## src/rtl/result_collector_pkg.sv

```systemverilog
// Shared types and helpers for result_collector: FSM states, checksum width, address packing.
package result_collector_pkg;

    typedef enum logic {
        IDLE    = 1'b0,
        COLLECT = 1'b1
    } state_t;

    localparam int SUM_W = 16;

    // Packs {src, bank, idx}; caller truncates to its address width.
    function automatic logic [31:0] pack_addr(input logic src, input logic bank,
                                              input logic [29:0] idx, input int idx_w);
        return ({31'b0, src} << (idx_w + 1)) | ({31'b0, bank} << idx_w) | {2'b0, idx};
    endfunction

endpackage

```

## src/rtl/result_collector_skid.sv

```systemverilog
// One-entry holding register: word visible on out_* one cycle after acceptance.
// in_rdy follows out_rdy combinationally when full, so a drain and a refill can share a cycle.
module result_collector_skid #(
    parameter int W = 8
) (
    input  logic         clk,
    input  logic         rst_n,
    input  logic         in_vld,
    input  logic [W-1:0] in_dat,
    output logic         in_rdy,
    output logic         out_vld,
    output logic [W-1:0] out_dat,
    input  logic         out_rdy
);

    assign in_rdy = rst_n && (!out_vld || out_rdy);

    always_ff @(posedge clk) begin
        if (!rst_n) begin
            out_vld <= 1'b0;
            out_dat <= '0;
        end else if (in_vld && in_rdy) begin
            out_vld <= 1'b1;
            out_dat <= in_dat;
        end else if (out_rdy) begin
            out_vld <= 1'b0;
        end
    end

endmodule

```

## src/rtl/result_collector.sv

```systemverilog
// Frames FIFO words into per-source ping-pong memory regions; write issued 1 cycle after accept,
// frame_done 1 cycle after the last write; mem_ready low stalls mstr0_ready. Option: RESULT_COLLECTOR_CHECKSUM_EN.
module result_collector
    import result_collector_pkg::*;
#(
    parameter int DW          = 32,
    parameter int FRAME_WORDS = 64,
    parameter int IDX_W       = $clog2(FRAME_WORDS),
    parameter int ADDR_W      = IDX_W + 2
) (
    input  logic              clk,
    input  logic              rst_n,
    input  logic [DW-1:0]     mstr0_data,
    input  logic [1:0]        mstr0_data_valid,
    output logic              mstr0_ready,
    output logic              mem_wr_en,
    output logic [ADDR_W-1:0] mem_wr_addr,
    output logic [DW-1:0]     mem_wr_data,
    input  logic              mem_ready,
    output logic              frame_done,
    output logic              frame_src,
    output logic              frame_bank,
    output logic [SUM_W-1:0]  frame_sum,
    output logic              err_src_switch,
    input  logic              clr_err
);

    state_t             state, state_nxt;
    logic               acc, src_in, cur_src, drain, hold_last;
    logic               new_frame, src_sw, last_word;
    logic [1:0]         bank;
    logic [IDX_W-1:0]   nxt_idx, wr_idx;
    logic [ADDR_W-1:0]  wr_addr;

    assign src_in  = mstr0_data_valid[1];
    assign acc     = mstr0_data_valid[0] && mstr0_ready;
    assign drain   = mem_wr_en && mem_ready;
    assign wr_addr = ADDR_W'(pack_addr(src_in, bank[src_in], 30'(wr_idx), IDX_W));

    result_collector_skid #(.W(DW + ADDR_W)) u_skid (
        .clk     (clk),
        .rst_n   (rst_n),
        .in_vld  (mstr0_data_valid[0]),
        .in_dat  ({wr_addr, mstr0_data}),
        .in_rdy  (mstr0_ready),
        .out_vld (mem_wr_en),
        .out_dat ({mem_wr_addr, mem_wr_data}),
        .out_rdy (mem_ready)
    );

    always_ff @(posedge clk) begin
        if (!rst_n) state <= IDLE;
        else        state <= state_nxt;
    end

    always_comb begin
        state_nxt = state;
        case (state)
            IDLE:    if (acc) state_nxt = COLLECT;
            COLLECT: if (last_word) state_nxt = IDLE;
            default: state_nxt = IDLE;
        endcase
    end

    // A source switch restarts at idx 0, so it can never also be the last word (FRAME_WORDS >= 2).
    always_comb begin
        src_sw    = acc && (state == COLLECT) && (src_in != cur_src);
        new_frame = acc && ((state == IDLE) || src_sw);
        wr_idx    = new_frame ? '0 : nxt_idx;
        last_word = acc && (wr_idx == IDX_W'(FRAME_WORDS - 1));
    end

    always_ff @(posedge clk) begin
        if (!rst_n) begin
            cur_src        <= 1'b0;
            bank           <= 2'b00;
            nxt_idx        <= '0;
            hold_last      <= 1'b0;
            err_src_switch <= 1'b0;
            frame_done     <= 1'b0;
            frame_src      <= 1'b0;
            frame_bank     <= 1'b0;
        end else begin
            if (acc) begin
                nxt_idx   <= wr_idx + 1'b1;
                hold_last <= last_word;
            end
            if (new_frame) cur_src <= src_in;
            if (last_word) bank[src_in] <= ~bank[src_in];
            err_src_switch <= (err_src_switch && !clr_err) || src_sw;
            frame_done     <= drain && hold_last;
            if (drain && hold_last) begin
                frame_src  <= mem_wr_addr[ADDR_W-1];
                frame_bank <= mem_wr_addr[ADDR_W-2];
            end
        end
    end

`ifdef RESULT_COLLECTOR_CHECKSUM_EN
    logic [SUM_W-1:0] sum_acc, sum_nxt, pend_sum;

    assign sum_nxt = (new_frame ? '0 : sum_acc) + mstr0_data[SUM_W-1:0];

    // pend_sum carries the finished sum until its last word leaves the holding register.
    always_ff @(posedge clk) begin
        if (!rst_n) begin
            sum_acc   <= '0;
            pend_sum  <= '0;
            frame_sum <= '0;
        end else begin
            if (acc)       sum_acc  <= sum_nxt;
            if (last_word) pend_sum <= sum_nxt;
            if (drain && hold_last) frame_sum <= pend_sum;
        end
    end
`else
    assign frame_sum = '0;
`endif

endmodule
```

## config.mk

```make
export PLATFORM = sky130hd
export DESIGN_NAME = result_collector
export DESIGN_NICKNAME = d
export VERILOG_FILES = /design/src/rtl/result_collector_pkg.sv /design/src/rtl/result_collector_skid.sv /design/src/rtl/result_collector.sv
export SDC_FILE = /design/constraint.sdc
export NUM_CORES = 1
export LEC_CHECK = 0
export CAP_MARGIN = 40
export CORE_ASPECT_RATIO = 0.9
export CORE_MARGIN = 10
export CORE_UTILIZATION = 47
export CTS_CLUSTER_DIAMETER = 80
export DETAILED_ROUTE_END_ITERATION = 8
export DONT_BUFFER_PORTS = 1
export SYNTH_ARGS = -nofsm -noshare
export SYNTH_HDL_FRONTEND = slang
export SYNTH_SLANG_ARGS = --single-unit
export TNS_END_PERCENT = 1
```

## constraint.sdc

```tcl
create_clock -name clk -period 6.55 [get_ports clk]
set_input_delay 1.965 -clock clk [delete_from_list [all_inputs] [get_ports clk]]
set_output_delay 1.965 -clock clk [all_outputs]
set_load 0.005 [all_outputs]
```

==> impl_metrics.csv, run 1 <==
group,metric,value,unit
outcome,outcome,"completed",
clock_network,cts_sinks,56,
synth,synth_area_leader_cell,"dfxtp_1",
global_route,grt_pass1_wl,8610,µm
critical_path,ff2ff_setup_slack,4.47,ns
layout,nNetsFinal,310,
power,clkPwrFrac,0.309,
worst_hold_path,hp-class,"reg2reg",
die,die-width,93.0,µm
synth,yosysWarnings,0,
power,comb_power_share,0.078,
clock_network,cts_max_level,2,
critical_path,path_max_fanout,7,
global_route,antenna_found_initial,0,
power,power.switching,156,µW
synth,synth.area.top_cells,"dfxtp_1 (50%), nand2_1 (14%), a21oi_1 (10%)",
synth,synth.cell_area,0.00225,mm²
layout,layout.cells.non_filler,334,
sta,tightest_slew,0.618,ns
die,rows,23,
detailed_routing,drt_iter0_drc,51,
synth,synth_xor_area_frac,0.0111,
layout,drive_above_1_share,0.0588,
sta,fmax,228,MHz
detailed_routing,vias,1691,
synth,synthSimpleGateAreaFrac,0.230,
clock_network,cts_root_buf,"clkbuf_8",
synth,synth_top_area_frac,0.498,
detailed_routing,dr.pass1.iters,5,
critical_path,cp.required,4.59,ns
layout,largest_reg_flops,40,
critical_path,path_buf_inv,0,
layout,regMostFlops,"u_skid.out_dat",
critical_path,max_stage_delay,0.22,ns
placed_design,place_inst,326,
clock_network,hold_buffers,0,
critical_path,critPathKind,"in2out",
layout,layout_common_cells,"nand2_1 (84), dfxtp_1 (56), a21oi_1 (45)",
global_route,grt.overflow.total,0,
die,die_area,0.00796,mm²
placed_design,dpl_worst_slack,2.17,ns
power,power.share.sequential,0.613,
layout,final_common_cell,"nand2_1",
synth,postSynthCellCount,279,
synth,synthAdderAreaFrac,0.00556,
placed_design,place_congestion,0.793,
critical_path,critPathSlowestCell,"nand2b_1",
sta,min_period_over_period,0.668,
power,switching_share,0.259,
sta,setup_viol,0,
detailed_routing,post_drt_via_cell_ratio,5.06,
detailed_routing,ant_nets,0,
clock_network,clk_path_buf_depth,2,
sta,maxSlewViolCount,0,
critical_path,worstPathArrival,2.41,ns
clock_network,cts_made_buffers,5,
global_route,grt_max_degree,51,
placed_design,dp_hpwl,3920,µm
placed_design,io_buffers,0,
layout,antenna_cells,0,
sta,postLayoutSetupSlackWorst,2.17,ns
sta,period_needed,4.38,ns
clock_network,cts_tree,"built",
power,p_int,446,µW
die,io_pins,100,
global_route,grt_pass1_vias,1700,
run,cap_violations,0,
synth,synth_top_family_by_area,"simple AND/OR/NAND/NOR gates",
synth,synth.avg_cell_area,8.07,µm²
global_route,grt.total_usage,0.130,
detailed_routing,route.detailed.wl_per_inst,16.2,µm
power,cellPowerDensity,261,mW/mm²
layout,postLayoutCoreUtil,0.507,
sta,setup_tns,0,ns
synth,synth_compound_area_frac,0.135,
synth,synth_cell_type_count,33,
sta,rsz0062_at_grt,"false",
critical_path,critPathTopFamily,"simple AND/OR/NAND/NOR gates",
die,initial_utilization,0.495,
critical_path,crit_chain,"nand2b_1, and2_1",
synth,yosys-mux-area-fraction,0.0267,
synth,seq_area_frac_synth,0.498,
sta,relSlewSlack,0.587,
layout,top_regs,"u_skid.out_dat (40), nxt_idx (6), bank (2)",
clock_network,cts_resized,0,
die,die_h,85.7,µm
sta,timing_hold_violations_final,0,
clock_network,cts_setup_buffers,0,
power,leakagePower,0.879,nW
critical_path,end_kind,"primary output",
clock_network,worstSkewPairLatency,0.30,ns
critical_path,worstSetupStartpointType,"primary input",
sta,fin_skew,0.00621,ns
power,p_total,602,µW
detailed_routing,wirelength,5410,µm
layout,fill_cells,470,
power,ir_drop,0.000148,V
synth,ys_ff_latch,56,
die,coreArea,0.00455,mm²
clock_network,clkSlewWorstSetupHoldPaths,0.10,ns
layout,syn_to_final_growth,2.33,%
detailed_routing,drc,0,
-- worst paths after layout --
path	end	start	depth (start not counted)
max reg2reg	bank[1]	cur_src	8
max	mstr0_ready	mem_ready	2
min reg2reg	hold_last	hold_last	2
min	hold_last	hold_last	2
-- final cells by class --
class | count | area [µm²] | area share
Timing Repair Buffer | 3 | 22.5 | 0.00977
Sequential cell | 56 | 1120 | 0.486
Inverter | 3 | 11.3 | 0.00489
Tap cell | 62 | 77.6 | 0.0337
Multi-Input combinational cell | 202 | 980 | 0.425
Clock inverter | 3 | 23.8 | 0.0103
Clock buffer | 5 | 68.8 | 0.0299
-- worst min-delay path, stage by stage (launching register included) --
cell	delay, ns
dfxtp_1	0.32
nand2_1	0.05
a21oi_1	0.05
-- power by group through the flow --
stage	clock (mW)	sequential, mW	combinational (mW)
2_1_floorplan	0	0.373	0.0480
3_3_place_gp	0	0.377	0.0458
3_5_place_dp	0	0.378	0.0468
4_1_cts	0.193	0.370	0.0468
5_1_grt	0.205	0.372	0.0552
6_report	0.186	0.369	0.0468
-- metal layers --
layer  routed length (µm)  global-route usage  vias to the layer above
li1                     -                   -                      871
met1                 2210               0.140                      742
met2                 2430               0.206                       73
met3                  733              0.0862                        5
met4                   34              0.0336                        0
met5                    0                   0                        -
-- Yosys cell counts, drive strengths merged --
master / count
a211oi: 1
a21oi: 45
or4: 2
xor2: 1
clkbuf: 8
nor3b: 1
o21a: 2
buf: 25
o32ai: 1
nor2: 8
a32oi: 1
nand3: 13
nor3: 1
or2: 1
inv: 3
and4: 1
nand2b: 2
o211ai: 1
nand4: 2
nand2: 84
and2: 5
dfxtp: 56
conb: 1
o21ai: 5
ha: 1
xnor2: 1
mux2i: 6
a31oi: 1
-- per-stage QoR --
stage	area (µm²)	hold slack (ns)
CTS	2300	0.463
floorplan	2310	0.432
global placement	2210	0.449
global route	2300	0.498
detailed placement	2210	0.449
finish	2300	0.462
-- cell families after synthesis --
kind of cell,count (synthesis)
other,1
buffers and inverters,36
muxes,6
xor gates and xnor gates,2
adders and majority gates,1
DFF,56
and+or+nand+nor,120
AOI/OAI and AO/OA,57
(Power assumes the default switching activity.)
==> run 2, diff against run 1 <==
==> constraint.sdc (replaced) <==
create_clock -name clk -period 3.6 [get_ports clk]
set_input_delay 1.08 -clock clk [delete_from_list [all_inputs] [get_ports clk]]
set_output_delay 1.08 -clock clk [all_outputs]
set_load 0.005 [all_outputs]
==> run 2 against run 1 <==
Setup slack worse by 1.2 ns; clock power up 92%; via count up 0.35%; final cell count unchanged; largest power group unchanged.
==> impl_metrics.csv, run 2 (synthesis gave the netlist of run 1 again) <==
group,metric,value,unit
outcome,outcome,"completed",
layout,antenna_cells,0,
sta,setup_tns,0,ns
global_route,antenna_found_initial,0,
power,switching_share,0.241,
power,ir_drop,0.000306,V
placed_design,dp_hpwl,3990,µm
sta,tightest_slew,0.503,ns
clock_network,worstSkewPairLatency,0.30,ns
detailed_routing,route.detailed.wl_per_inst,16.0,µm
sta,maxSlewViolCount,0,
clock_network,cts_made_buffers,5,
critical_path,critPathSlowestCell,"nand2b_1",
layout,top_regs,"u_skid.out_dat (40), nxt_idx (6), bank (2)",
critical_path,timing.rr.end,"bank[1]",
detailed_routing,post_drt_via_cell_ratio,5.08,
layout,postLayoutCoreUtil,0.514,
power,clkPwrFrac,0.320,
clock_network,cts_root_buf,"clkbuf_8",
worst_hold_path,hp-class,"reg2reg",
die,rows,23,
layout,largest_reg_flops,40,
sta,fmax,384,MHz
clock_network,cts_resized,0,
detailed_routing,wirelength,5350,µm
critical_path,crit_end,"mstr0_ready",
clock_network,cts_setup_buffers,0,
die,coreArea,0.00455,mm²
die,initial_utilization,0.495,
critical_path,path_buf_inv,0,
power,comb_power_share,0.079,
layout,syn_to_final_growth,3.72,%
placed_design,place_congestion,0.826,
global_route,grt.total_usage,0.133,
critical_path,crit_chain,"nand2b_1, and2_1",
die,die_area,0.00796,mm²
clock_network,cts_tree,"built",
sta,rsz0062_at_grt,"false",
power,power.share.sequential,0.600,
placed_design,io_buffers,0,
layout,final_common_cell,"nand2_1",
detailed_routing,ant_nets,0,
detailed_routing,vias,1697,
sta,min_period_over_period,0.724,
layout,layout_common_cells,"nand2_1 (84), dfxtp_1 (56), a21oi_1 (45)",
layout,fill_cells,468,
layout,multi_input_area,980,µm²
critical_path,reg2reg_from,"cur_src",
clock_network,cts_max_level,2,
placed_design,place_area,0.00224,mm²
critical_path,cp.required,2.52,ns
power,leakagePower,0.902,nW
global_route,grt_pass1_vias,1738,
power,cellPowerDensity,478,mW/mm²
die,die_h,85.7,µm
clock_network,hold_buffers,0,
run,cap_violations,0,
layout,regArea,0.00112,mm²
layout,nNetsFinal,311,
clock_network,clk_path_buf_depth,2,
layout,design_area,0.00234,mm²
sta,period_needed,2.61,ns
global_route,grt_pass1_wl,8750,µm
layout,regMostFlops,"u_skid.out_dat",
detailed_routing,drc,0,
sta,setup_viol,0,
power,power.switching,269,µW
detailed_routing,drt_iter0_drc,88,
critical_path,max_stage_delay,0.22,ns
sta,fin_skew,0.00396,ns
critical_path,path_depth,2,
critical_path,critPathTopFamily,"simple AND/OR/NAND/NOR gates",
clock_network,clkSlewWorstSetupHoldPaths,0.09,ns
critical_path,critPathKind,"in2out",
layout,drive_above_1_share,0.0588,
detailed_routing,dr.pass1.iters,4,
critical_path,ff2ff_setup_slack,1.51,ns
critical_path,startpoint,"mem_ready",
sta,hold-worst-slack,0.457,ns
sta,relSlewSlack,0.665,
clock_network,cts_sinks,56,
die,io_pins,100,
critical_path,path_max_fanout,7,
global_route,grt.overflow.total,0,
critical_path,worstPathArrival,1.53,ns
critical_path,worstSetupStartpointType,"primary input",
global_route,grt_max_degree,43,
die,die-width,93.0,µm
critical_path,end_kind,"primary output",
critical_path,worst-r2r-cell-count,8,
sta,timing_hold_violations_final,0,
power,p_int,848,µW
[run 2: routing by layer]
layer  global-route usage  wire, µm  share of wire
met5                    0         0              0
met1                0.148      2220           0.42
met3               0.0871       728           0.14
met4               0.0336        32         0.0060
met2                0.206      2370           0.44
[run 2: through the flow]
stage | power [mW] | setup WS, ns | instances
global route | 1.18 | 0.900 | 334
floorplan | 0.765 | 0.776 | 294
CTS | 1.13 | 0.986 | 334
finish | 1.12 | 0.995 | 334
global placement | 0.770 | 0.913 | 326
detailed placement | 0.776 | 0.810 | 327
[run 2: worst min-delay path by stage]
stage | from | end | slack, ns | depth (start not counted)
2_1_floorplan | hold_last | hold_last | 0.43 | 2
3_3_place_gp | hold_last | hold_last | 0.46 | 2
3_5_place_dp | hold_last | hold_last | 0.45 | 2
4_1_cts | hold_last | hold_last | 0.46 | 2
5_1_grt | bank[0] | bank[0] | 0.49 | 1
6_report | hold_last | hold_last | 0.46 | 2
[run 2: layout make-up]
class | count | share of cell area
clock buffer | 7 | 0.0412
inverter | 3 | 0.00482
multi-input combinational | 202 | 0.419
timing repair buffer | 4 | 0.0214
sequential | 56 | 0.480
tap | 62 | 0.0332
[run 2: power by group through the flow]
| stage | Combinational (mW) | Sequential [mW] | Clock, mW |
|---|---|---|---|
| floorplan | 0.0873 | 0.678 | 0 |
| global placement | 0.0832 | 0.687 | 0 |
| detailed placement | 0.0891 | 0.687 | 0 |
| CTS | 0.0891 | 0.672 | 0.372 |
| global route | 0.104 | 0.676 | 0.397 |
| finish | 0.0884 | 0.671 | 0.358 |
==> run 3, diff against run 2 <==
==> constraint.sdc (replaced) <==
create_clock -name clk -period 2.2 [get_ports clk]
set_input_delay 0.66 -clock clk [delete_from_list [all_inputs] [get_ports clk]]
set_output_delay 0.66 -clock clk [all_outputs]
set_load 0.005 [all_outputs]
==> run 3 against run 2 <==
Design area up 1.8%; sequential power grew 64%; setup slack worse by 0.75 ns; die area unchanged; hold slack better by 0.0027 ns; routed wire length up 3.8%; critical endpoint is now bank[1].
==> impl_metrics.csv, run 3 (synthesis gave the netlist of run 1 again) <==
group,metric,value,unit
outcome,outcome,"completed",
sta,setup_tns,0,ns
global_route,grt_pass1_vias,1776,
clock_network,cts_root_buf,"clkbuf_8",
placed_design,io_buffers,0,
critical_path,critPathSlowestCell,"dfxtp_1",
sta,relSlewSlack,0.654,
clock_network,cts_resized,0,
run,cap_violations,0,
clock_network,clk_path_buf_depth,2,
layout,nNetsFinal,315,
clock_network,clkSlewWorstSetupHoldPaths,0.10,ns
power,leakagePower,0.909,nW
sta,maxSlewViolCount,0,
layout,top_regs,"u_skid.out_dat (40), nxt_idx (6), bank (2)",
clock_network,cts_setup_buffers,0,
global_route,grt.overflow.total,0,
layout,drive_above_1_share,0.0830,
global_route,grt.total_usage,0.136,
critical_path,cp.required,2.44,ns
critical_path,path_max_fanout,5,
sta,tightest_slew,0.519,ns
power,ir_drop,0.000426,V
global_route,busiest_layer,"met2",
layout,antenna_cells,0,
detailed_routing,ant_nets,0,
clock_network,cts_tree,"built",
global_route,grt.met2_usage,0.223,
layout,syn_to_final_growth,5.61,%
critical_path,worstPathArrival,2.19,ns
placed_design,place_congestion,0.806,
layout,layout.cells.non_filler,339,
global_route,grt_max_degree,50,
critical_path,max_stage_delay,0.51,ns
placed_design,dp_hpwl,4110,µm
sta,timing_hold_violations_final,0,
critical_path,path_buf_inv,0,
detailed_routing,route.detailed.wl_per_inst,16.4,µm
sta,postLayoutSetupSlackWorst,0.246,ns
clock_network,cts_made_buffers,5,
power,cellPowerDensity,772,mW/mm²
placed_design,dpl_worst_slack,0.103,ns
detailed_routing,drc,0,
sta,period_needed,1.95,ns
clock_network,hold_buffers,0,
critical_path,end_kind,"flip-flop",
die,io_pins,100,
detailed_routing,post_drt_via_cell_ratio,5.16,
sta,rsz0062_at_grt,"false",
die,die-width,93.0,µm
critical_path,worstSetupStartpointType,"flip-flop",
clock_network,cts_sinks,56,
sta,min_period_over_period,0.888,
layout,largest_reg_flops,40,
global_route,antenna_found_initial,0,
critical_path,critPathKind,"reg2reg",
detailed_routing,dr.pass1.iters,4,
critical_path,crit_chain,"xnor2_4, and2_2, o21a_1, ha_2, nand3_2, nor2_1, and4_2, mux2i_1",
sta,fin_skew,0.00419,ns
clock_network,worstSkewPairLatency,0.30,ns
layout,regMostFlops,"u_skid.out_dat",
placed_design,place_area,0.00228,mm²
layout,design_area,0.00238,mm²
die,die_h,85.7,µm
detailed_routing,wirelength,5550,µm
die,die_area,0.00796,mm²
worst_hold_path,hp-class,"reg2reg",
clock_network,cts_max_level,2,
global_route,use_met1,0.142,
layout,final_common_cell,"nand2_1",
detailed_routing,vias,1748,
die,coreArea,0.00455,mm²
sta,fmax,512,MHz
die,rows,23,
detailed_routing,drt_iter0_drc,79,
critical_path,critPathTopFamily,"simple AND/OR/NAND/NOR gates",
layout,layout_common_cells,"nand2_1 (84), dfxtp_1 (56), a21oi_1 (45)",
sta,setup_viol,0,
global_route,met3_usage,0.0845,
global_route,grt_pass1_wl,8830,µm
placed_design,place_inst,331,
die,initial_utilization,0.495,
## run 3: metrics by stage
stage / utilization / total power, mW / hold slack [ns]
finish: 0.523 / 1.84 / 0.460
floorplan: - / 1.26 / 0.432
global placement: 0.502 / 1.28 / 0.448
CTS: 0.523 / 1.86 / 0.459
detailed placement: 0.502 / 1.28 / 0.446
global route: 0.523 / 1.94 / 0.452
## run 3: worst paths after layout
check,startpoint,to,slack (ns),cells after the start
max reg2reg,cur_src,bank[1],0.25,8
max,cur_src,bank[1],0.25,8
min reg2reg,hold_last,hold_last,0.46,2
min,hold_last,hold_last,0.46,2
## run 3: cell type report
class                   count  area, µm²
well taps                  62       77.6
clock inverters             2       15.0
flip-flops and latches     56       1120
inverters                   3       11.3
repair buffers              8       72.6
clock buffers               6       82.6
fillers                   477       2170
multi-input cells         202        998
## run 3: per-layer routing
layer  vias to the layer above  wire, µm
li1                        878         -
met1                       787      2170
met2                        76      2560
met3                         7       768
met4                         0        47
met5                         -         0
## run 3: worst reg2reg max path, cell delays in order, from the launching register on
cell and delay, ns:
dfxtp_1 0.51, xnor2_4 0.18, and2_2 0.21, o21a_1 0.12
ha_2 0.20, nand3_2 0.11, nor2_1 0.14, and4_2 0.25
mux2i_1 0.17
## run 3: power by group
group / leakage, nW / internal, mW / switching, mW
registers: 0.458 / 1.06 / 0.0418
logic: 0.408 / 0.0571 / 0.0981
clock network: 0.0434 / 0.255 / 0.327
total: 0.909 / 1.37 / 0.467
